$ cat config.mk
export PLATFORM = sky130hd
export DESIGN_NAME = div_iter_flat
export DESIGN_NICKNAME = d
export VERILOG_FILES = /design/src/rtl/div_iter_pkg.sv /design/src/rtl/div_iter_if.sv /design/src/rtl/div_abs_neg.sv /design/src/rtl/div_iter.sv /design/src/flat_wrapper.sv
export SDC_FILE = /design/constraint.sdc
export NUM_CORES = 1
export LEC_CHECK = 0
export BUFFER_PORTS_ARGS = -buffer_cell sky130_fd_sc_hd__buf_2
export CAP_MARGIN = 5
export CORE_MARGIN = 10
export CORE_UTILIZATION = 60
export CTS_CLUSTER_DIAMETER = 40
export DETAILED_ROUTE_END_ITERATION = 16
export GPL_TIMING_DRIVEN = 0
export PLACE_DENSITY_LB_ADDON = 0.05
export SYNTH_ARGS = -nofsm -noshare
export SYNTH_HDL_FRONTEND = slang
export SYNTH_SLANG_ARGS = --single-unit
$ cat constraint.sdc
create_clock -name clk -period 6.2 [get_ports clk]
set_clock_uncertainty 0.05 [all_clocks]
set_input_delay 0.93 -clock clk [delete_from_list [all_inputs] [get_ports clk]]
set_output_delay 0.93 -clock clk [all_outputs]
set_load 0.01 [all_outputs]
$ cat src/rtl/div_iter_pkg.sv
// Shared definitions for the EX-stage divider.
// Holds the divider FSM encodings and the bus widths used by the HI/LO path
// and the pipeline stall controller.
package div_iter_pkg;

    localparam int unsigned StallBus     = 6;
    localparam int unsigned DivResultBus = 64;

    typedef enum logic [1:0] {
        DIV_IDLE   = 2'b00,
        DIV_BYZERO = 2'b01,
        DIV_ON     = 2'b10,
        DIV_END    = 2'b11
    } div_state_e;

endpackage

$ cat src/rtl/div_iter_if.sv
// Handshake between the EX stage and the iterative divider.
//   start, signed_div, opdata1, opdata2, annul : EX -> divider
//   result, ready                              : divider -> HI/LO write path
//   stallreq_for_ex                            : divider -> pipeline controller
interface div_iter_if #(
    parameter int unsigned WIDTH = 32
);
    logic               start;
    logic               signed_div;
    logic [WIDTH-1:0]   opdata1;
    logic [WIDTH-1:0]   opdata2;
    logic               annul;
    logic [2*WIDTH-1:0] result;
    logic               ready;
    logic               stallreq_for_ex;

    modport master (
        output start, signed_div, opdata1, opdata2, annul,
        input  result, ready, stallreq_for_ex
    );

    modport slave (
        input  start, signed_div, opdata1, opdata2, annul,
        output result, ready, stallreq_for_ex
    );
endinterface

$ cat src/rtl/div_abs_neg.sv
// Conditional two's-complement negate.
//   din  : value in
//   neg  : 1 = output -din, 0 = pass through
//   dout : value out
// Used both for operand magnitudes and for the final sign fix-up.
module div_abs_neg #(
    parameter int unsigned WIDTH = 32
) (
    input  logic [WIDTH-1:0] din,
    input  logic             neg,
    output logic [WIDTH-1:0] dout
);
    assign dout = neg ? (~din + WIDTH'(1)) : din;
endmodule

$ cat src/rtl/div_iter.sv
// Iterative restoring divider, one quotient bit per cycle.
//   clk, rst : core clock, synchronous active-high reset
//   bus      : slave side of div_iter_if (operands in, {rem, quot} + ready out,
//              EX stall request out)
// A non-zero divide takes 32 cycles in ON; ready pulses the cycle after the
// last step. Divide-by-zero returns 0 after one cycle.
module div_iter
    import div_iter_pkg::*;
#(
    parameter int unsigned WIDTH = 32,
    parameter int unsigned CNT_W = 6
) (
    input logic      clk,
    input logic      rst,
    div_iter_if.slave bus
);
    div_state_e         state_q, state_d;
    logic [CNT_W-1:0]   cnt_q, cnt_d;
    logic [2*WIDTH:0]   work_q, work_d;
    logic [WIDTH-1:0]   divisor_q, divisor_d;
    logic               quot_neg_q, quot_neg_d;
    logic               rem_neg_q, rem_neg_d;
    logic [2*WIDTH-1:0] result_q, result_d;
    logic               ready_q, ready_d;

    logic [WIDTH-1:0]   op1_abs, op2_abs;
    logic [WIDTH-1:0]   quot_fix, rem_fix;
    logic [2*WIDTH:0]   work_sh, work_step;
    logic [WIDTH:0]     trial;

    div_abs_neg #(.WIDTH(WIDTH)) u_abs_op1 (
        .din  (bus.opdata1),
        .neg  (bus.signed_div & bus.opdata1[WIDTH-1]),
        .dout (op1_abs)
    );

    div_abs_neg #(.WIDTH(WIDTH)) u_abs_op2 (
        .din  (bus.opdata2),
        .neg  (bus.signed_div & bus.opdata2[WIDTH-1]),
        .dout (op2_abs)
    );

    // One restoring step; trial[WIDTH] set means the subtraction went negative.
    assign work_sh   = work_q << 1;
    assign trial     = work_sh[2*WIDTH:WIDTH] - {1'b0, divisor_q};
    assign work_step = trial[WIDTH] ? work_sh : {trial, work_sh[WIDTH-1:1], 1'b1};

    // Sign fix-up taken from the final step so the result is ready on entry to END.
    div_abs_neg #(.WIDTH(WIDTH)) u_fix_quot (
        .din  (work_step[WIDTH-1:0]),
        .neg  (quot_neg_q),
        .dout (quot_fix)
    );

    div_abs_neg #(.WIDTH(WIDTH)) u_fix_rem (
        .din  (work_step[2*WIDTH-1:WIDTH]),
        .neg  (rem_neg_q),
        .dout (rem_fix)
    );

    always_comb begin
        state_d    = state_q;
        cnt_d      = cnt_q;
        work_d     = work_q;
        divisor_d  = divisor_q;
        quot_neg_d = quot_neg_q;
        rem_neg_d  = rem_neg_q;
        result_d   = result_q;
        ready_d    = 1'b0;

        if (bus.annul) begin
            // Flush wins everywhere; result is left as it was.
            state_d = DIV_IDLE;
        end else begin
            unique case (state_q)
                DIV_IDLE: begin
                    if (bus.start) begin
                        if (bus.opdata2 == '0) begin
                            state_d  = DIV_BYZERO;
                            result_d = '0;
                            ready_d  = 1'b1;
                        end else begin
                            state_d    = DIV_ON;
                            cnt_d      = '0;
                            work_d     = {{(WIDTH+1){1'b0}}, op1_abs};
                            divisor_d  = op2_abs;
                            quot_neg_d = bus.signed_div &
                                         (bus.opdata1[WIDTH-1] ^ bus.opdata2[WIDTH-1]);
                            rem_neg_d  = bus.signed_div & bus.opdata1[WIDTH-1];
                        end
                    end
                end
                DIV_ON: begin
                    work_d = work_step;
                    cnt_d  = cnt_q + CNT_W'(1);
                    if (cnt_q == CNT_W'(WIDTH - 1)) begin
                        state_d  = DIV_END;
                        result_d = {rem_fix, quot_fix};
                        ready_d  = 1'b1;
                    end
                end
                DIV_BYZERO, DIV_END: begin
                    state_d = DIV_IDLE;
                end
                default: state_d = DIV_IDLE;
            endcase
        end
    end

    always_ff @(posedge clk) begin
        if (rst) begin
            state_q    <= DIV_IDLE;
            cnt_q      <= '0;
            work_q     <= '0;
            divisor_q  <= '0;
            quot_neg_q <= 1'b0;
            rem_neg_q  <= 1'b0;
            result_q   <= '0;
            ready_q    <= 1'b0;
        end else begin
            state_q    <= state_d;
            cnt_q      <= cnt_d;
            work_q     <= work_d;
            divisor_q  <= divisor_d;
            quot_neg_q <= quot_neg_d;
            rem_neg_q  <= rem_neg_d;
            result_q   <= result_d;
            ready_q    <= ready_d;
        end
    end

    assign bus.result          = result_q;
    assign bus.ready           = ready_q;
    // Released in the ready cycle so EX can advance.
    assign bus.stallreq_for_ex = bus.start & ~ready_q & ~bus.annul;

endmodule

$ cat src/flat_wrapper.sv
// flat-port wrapper written by rule: the top's interface ports become plain ports
module div_iter_flat import div_iter_pkg::*;
#(
    parameter int unsigned WIDTH = 32,
    parameter int unsigned CNT_W = 6
)
  (clk, rst, bus_start, bus_signed_div, bus_opdata1, bus_opdata2, bus_annul, bus_result, bus_ready, bus_stallreq_for_ex);
  div_iter_if #(.WIDTH(WIDTH)) bus_i ();
  input logic clk;
  input logic rst;
  input wire logic [$bits(bus_i.start)-1:0] bus_start;
  input wire logic [$bits(bus_i.signed_div)-1:0] bus_signed_div;
  input wire logic [$bits(bus_i.opdata1)-1:0] bus_opdata1;
  input wire logic [$bits(bus_i.opdata2)-1:0] bus_opdata2;
  input wire logic [$bits(bus_i.annul)-1:0] bus_annul;
  output wire logic [$bits(bus_i.result)-1:0] bus_result;
  output wire logic [$bits(bus_i.ready)-1:0] bus_ready;
  output wire logic [$bits(bus_i.stallreq_for_ex)-1:0] bus_stallreq_for_ex;
  assign bus_i.start = bus_start;
  assign bus_i.signed_div = bus_signed_div;
  assign bus_i.opdata1 = bus_opdata1;
  assign bus_i.opdata2 = bus_opdata2;
  assign bus_i.annul = bus_annul;
  assign bus_result = bus_i.result;
  assign bus_ready = bus_i.ready;
  assign bus_stallreq_for_ex = bus_i.stallreq_for_ex;
  div_iter #(.WIDTH(WIDTH), .CNT_W(CNT_W)) u_core (.clk(clk), .rst(rst), .bus(bus_i));
endmodule
==> After elaboration in Yosys (flattened, before gate mapping) <==
Index checks and enable logic that the tools add are counted.
{ "totals": {"reg_bits": 171, "in_bits": 69, "output_inout_bits": 66, "word_cells": 67} }
{ "classes": {"n_addsub": 6, "eq_ne": 8, "n_mux": 23, "bitwise": 13, "reduce_logical": 9} }
{ "op_table": {"columns": ["operator", "count"], "rows": [
  ["$mux W64", 6],
  ["$pmux W64 S2", 2],
  ["$add A32 B1 Y32 const B", 4],
  ["$mux W32", 4],
  ["$not A32 Y32", 4],
  ["$sub A33 B32 Y33", 1],
  ["$logic_not A32 Y1", 1],
  ["$mux W6", 2],
  ["$pmux W6 S2", 1],
  ["$reduce_and A4 Y1", 2],
  ["$add A6 B1 Y6 const B", 1],
  ["$eq A6 B5 Y1 const B", 1],
  ["$mux W2", 3],
  ["$pmux W2 S3", 1],
  ["$and A1 B1 Y1", 5],
  ["$reduce_and A5 Y1", 1],
  ["$eq A2 B2 Y1 const B", 2],
  ["$ne A2 B1 Y1 const B", 2],
  ["$ne A2 B2 Y1 const B", 2],
  ["$reduce_or A2 Y1", 2],
  ["$mux W1", 3],
  ["$not A1 Y1", 3],
  ["$eq A2 B1 Y1 const B", 1],
  ["$logic_not A2 Y1", 1],
  ["4 further kinds", 4]
]} }

==> Logic depth before layout (Yosys ltp) <==
{ "depth": {"ltp_word": 7, "ltp_mapped": 26, "mapped_depth_nobuf": 23} }

==> By module <==
A second synthesis with hierarchy kept.
{ "unflattened": {"cells_unflattened": 1272, "area_unflattened_um2": 11297.1} }
{ "by_module_without_submodules": {"columns": ["mod", "n_inst", "cells_each", "area_each_um2", "seq_area_each_um2"], "rows": [
  ["div_iter", 1, 876, 8189.1, 3423.3],
  ["div_abs_neg", 4, 99, 777.0, 0.0]
]} }

==> Least setup slack after synthesis <==
Ideal clock, no wire load.
{ "synth_path": {"path_kind": "register to register", "start": "register u_core.work_q[31]", "end": "register u_core.result_q[28], in the netlist u_core.bus.result[28]", "setup_time_ns": 0.128, "arrival_ns": 4.244, "required_ns": 6.022, "path_slack_ns": 1.778, "path_stages_with_launch": 25, "n_path_buf": 5, "period_less_slack_ns": 4.422, "path_cell_list": "dfxtp_1 inv_1 ha_1 inv_1 fa_1 a211oi_2 o211a_1 nor4_2 o211ai_2 and3b_1 buf_6 nor2_8 inv_4 buf_6 buf_2 buf_2 ha_1 inv_1 or3_1 clkbuf_1 or3_1 o41ai_1 xnor2_1 a22oi_1 nor2_1"} }
{ "synth_via": {"elab_chain_len": 7} }
{ "synth_rtl": {"columns": ["item", "line_no", "rtl"], "rows": [
  ["start: declaration", "div_iter.sv:19", "logic [2*WIDTH:0] work_q, work_d;"],
  ["start signal: assignment", "div_iter.sv:123", "work_q <= work_d;"],
  ["$sub A33 B32 Y33", "div_iter.sv:45", "assign trial = work_sh[2*WIDTH:WIDTH] - {1'b0, divisor_q};"],
  ["$mux W64", "div_iter.sv:46", "assign work_step = trial[WIDTH] ? work_sh : {trial, work_sh[WIDTH-1:1], 1'b1};"],
  ["$not A32 Y32", "div_abs_neg.sv:13", "assign dout = neg ? (~din + WIDTH'(1)) : din;"],
  ["$add A32 B1 Y32", "div_abs_neg.sv:13", null],
  ["$mux W32", "div_abs_neg.sv:13", null],
  ["$mux W64", "div_iter.sv:96", "if (cnt_q == CNT_W'(WIDTH - 1)) begin"],
  ["$pmux W64 S2", "div_iter.sv:75", "unique case (state_q)"],
  ["end signal: assignment", "div_iter.sv:127", "result_q <= result_d;"],
  ["end: declaration", "div_iter.sv:23", "logic [2*WIDTH-1:0] result_q, result_d;"]
]} }
Every way passes these cells. The select of a mux whose other input is x is not followed.
A chain may end at the register's enable or synchronous reset.

==> Worst setup path in the final report <==
{ "layout_path": {"start": "register u_core.work_q[46]", "end": "register u_core.result_q[28], in the netlist u_core.bus.result[28]"} }
Same word-level chain as after synthesis.

==> flow_summary_export.csv <==
group,metric,value,unit
clock_tree,post_cts_resized,0,
power,leakage,5.272,nW
cells_and_area,regArea,3423,sq um
cells_and_area,drive_gt1_share,13.25,%
worst_setup_path,r2r_end,"u_core.bus.result[28]",
worst_setup_path,worst_path_max_delay_cell,"nor4_2",
grt,antenna_found_initial,0,
synth,synthesis.nets,1640,
die,dieHeight,159.3,um
synth,ys_ff_latch,171,
synth,synth_ff_type,"dfxtp_1",
power,powerDensity,214.3,nW/um^2
cells_and_area,final_area,13220,sq um
synth,synth_edf_count,0,
die,rows,50,
grt,grt_pass1_wl,61600,um
clock_tree,ctsHtreeMaxLevel,4,
synth,ys_top_cells_by_area,"dfxtp_1 (29%), a21oi_1 (6.0%), nor2_1 (5.8%)",
timing,period_minus_slack,5.660,ns
worst_setup_path,cp.depth,20,
grt,grt_usage,29.45,%
cells_and_area,multiInputGateArea,7579,sq um
worst_setup_path,rr_startpoint,"u_core.work_q[46]",
synth,synth_top_area_cell,"dfxtp_1",
synth,yosysSeqAreaShare,29.39,%
synth,yosysWarnings,0,
worst_setup_path,cp_cell_sequence,"ha_1 > clkbuf_1 > nand4_1 > nor4_2 > o211ai_2 > a21boi_4 > nor2_8 > inv_4 > buf_6 > buf_2 > buf_2 > ha_1 > inv_1 > or3_1 > clkbuf_1 > or3_1 > o41ai_1 > xnor2_1 > a22oi_1 > nor2_1",
timing,fmax,176.7,MHz
place,dp_cells,1926,
worst_setup_path,timing.reg2reg.worst_path_depth,20,
timing,tns,0,ns
worst_setup_path,r2r_setup_slack,0.54,ns
drt,routed_wl,39410,um
drt,viasPerCell,6.317,
place,dp_hpwl,31050,um
clock_tree,cts_setup_buffers,0,
timing,finalCritPeriodShare,91.29,%
clock_tree,clock_sinks,171,
worst_setup_path,criticalPathCategory,"reg -> reg",
drt,wl_per_cell,20.13,um
timing,hold_viol,0,
timing,rsz0062_at_grt,"false",
clock_tree,path_clk_slew,0.07,ns
worst_setup_path,crit_buf_inv,7,
die,core-area,18890,sq um
power,ir_drop,0.1901,mV
timing,timing_max_transition_violations_final,0,
outcome,outcome,"complete, no violations",
cells_and_area,synthToLayoutAreaGrowth,13.46,%
clock_tree,root_buffer,"clkbuf_16",
synth,async_flop_share,0,%
die,io-pin-count,135,
drt,ant_nets,0,
synth,synth_cell_type_count,86,
clock_tree,cts_tree,"built",
die,die_x,159.3,um
drt,drc,0,
cells_and_area,final_nets,1792,
worst_setup_path,crit_required,6.46,ns
cells_and_area,post-route-util,69.95,%
power,total_power,2.832,mW
flow_run,cap_violations,0,
hold_path,hold_path_depth,2,
place,gp_congestion,0.9750,
grt,grt_max_degree,19,
synth,syn_area,11650,sq um
clock_tree,cts_hold_buffers,0,
clock_tree,clockBufferDepth,2,
synth,synth.most_common_cell,"nor2_1",
place,port_buffers,133,
drt,drt-initial-drc-count,1483,
synth,yosys-top-cells-count,"nor2_1 (180), dfxtp_1 (171), nand2_1 (157)",
worst_setup_path,cp-end-kind,"flip-flop",
hold_path,hp-class,"reg -> reg",
worst_setup_path,crit_path_max_incr_delay,0.46,ns
synth,synth_top_area_share,29.39,%
cells_and_area,nFillCells,1650,
synth,avgSynthCellArea,7.599,sq um
worst_setup_path,arrival,5.92,ns
hold_path,hold_path.startpoint,"u_core.bus.result[61]",
timing,timing.slew.headroom,17.91,%
cells_and_area,final_cells,1958,
worst_setup_path,path_delay_family,"simple AND/OR/NAND/NOR gates",
hold_path,whs_endpoint,"u_core.bus.result[61]",
place,dpl_cell_area,12640,sq um
drt,drt_pre_antenna_iters,6,
drt,vias,12369,
worst_setup_path,start_kind,"flip-flop",
worst_setup_path,cp_max_fo,10,
timing,tightest_slew,1.220,ns
grt,gr-total-overflow,0,
clock_tree,cts_buffers,17,
cells_and_area,n_antenna_cell,0,
grt,grt_pass1_vias,11522,
die,initial_utilization,61.66,%
timing,setup_viol,0,
synth,syn_inst,1533,
clock_tree,clock_latency,0.44,ns
die,dieArea,25390,sq um
worst max-delay path by stage:
stage / start / to / slack, ns
5_1_grt: u_core.work_q[46] / u_core.bus.result[28] / 0.33
4_1_cts: u_core.work_q[46] / u_core.bus.result[28] / 0.71
2_1_floorplan: u_core.work_q[31] / u_core.bus.result[28] / 1.78
3_3_place_gp: u_core.work_q[46] / u_core.bus.result[58] / 0.84
3_5_place_dp: u_core.work_q[46] / u_core.bus.result[28] / 0.77
6_report: u_core.work_q[46] / u_core.bus.result[28] / 0.54
worst min-delay path, delay by kind of cell (launching register included):
kind / cells / cell delay, ns
flip-flops: 1 / 0.31
AND/OR/NAND/NOR: 1 / 0.04
AO/OA/AOI/OAI: 1 / 0.05
logic make-up after synthesis:
logic type,count (synthesis),share of synthesized area (%)
XOR/XNOR,134,10.08
flip-flops,171,29.39
AO/OA/AOI/OAI,468,26.89
multiplexers,17,1.536
AND/OR/NAND/NOR,554,22.42
adder cells (fa/ha/maj),38,4.146
buffers and inverters,151,5.553
metal layers:
| metal | routed length, um | GRT usage [%] | vias to the layer above |
|---|---|---|---|
| li1 | - | - | 5839 |
| met1 | 16960 | 40.47 | 5756 |
| met2 | 17180 | 44.84 | 672 |
| met3 | 4120 | 6.429 | 102 |
| met4 | 1145 | 9.351 | 0 |
| met5 | 0 | 0 | - |
registers in the layout (all words and copies together), names as in the netlist:
signal	count
u_core.bus.ready	1
u_core.bus.result	64
u_core.cnt_q	6
u_core.divisor_q	32
u_core.quot_neg_q	1
u_core.rem_neg_q	1
u_core.state_q	2
u_core.work_q	64
where the power goes:
group | internal [mW] | switching [mW] | total, mW
logic | 0.215 | 0.408 | 0.623
clock network | 0.538 | 0.517 | 1.06
registers | 1.13 | 0.0273 | 1.15
cells in the final DEF, fill, tap and decap left out, drive strengths merged, types with 44 or more instances in the layout:
cell | netlist | final
a21oi | 143 | 143
a22oi | 44 | 44
buf | 28 | 161
clkbuf | 67 | 85
dfxtp | 171 | 171
inv | 56 | 64
nand2 | 158 | 158
nor2 | 181 | 181
nor3 | 53 | 53
o21ai | 97 | 97
xnor2 | 77 | 77
xor2 | 57 | 57
stage by stage:
stage	hold slack [ns]	setup WS (ns)
6_report	0.3881	0.5399
2_1_floorplan	0.3819	1.778
3_3_place_gp	0.3829	0.8409
3_5_place_dp	0.3839	0.7711
4_1_cts	0.3931	0.7119
5_1_grt	0.4243	0.3276
cell type report:
class	count	share of cell area, %
Buffer	95	3.285
Clock buffer	18	3.247
Clock inverter	14	1.117
Inverter	56	1.609
Multi-Input combinational cell	1211	57.34
Sequential cell	171	25.90
Tap cell	260	2.461
Timing Repair Buffer	133	5.036
(Power assumes the default switching activity.)
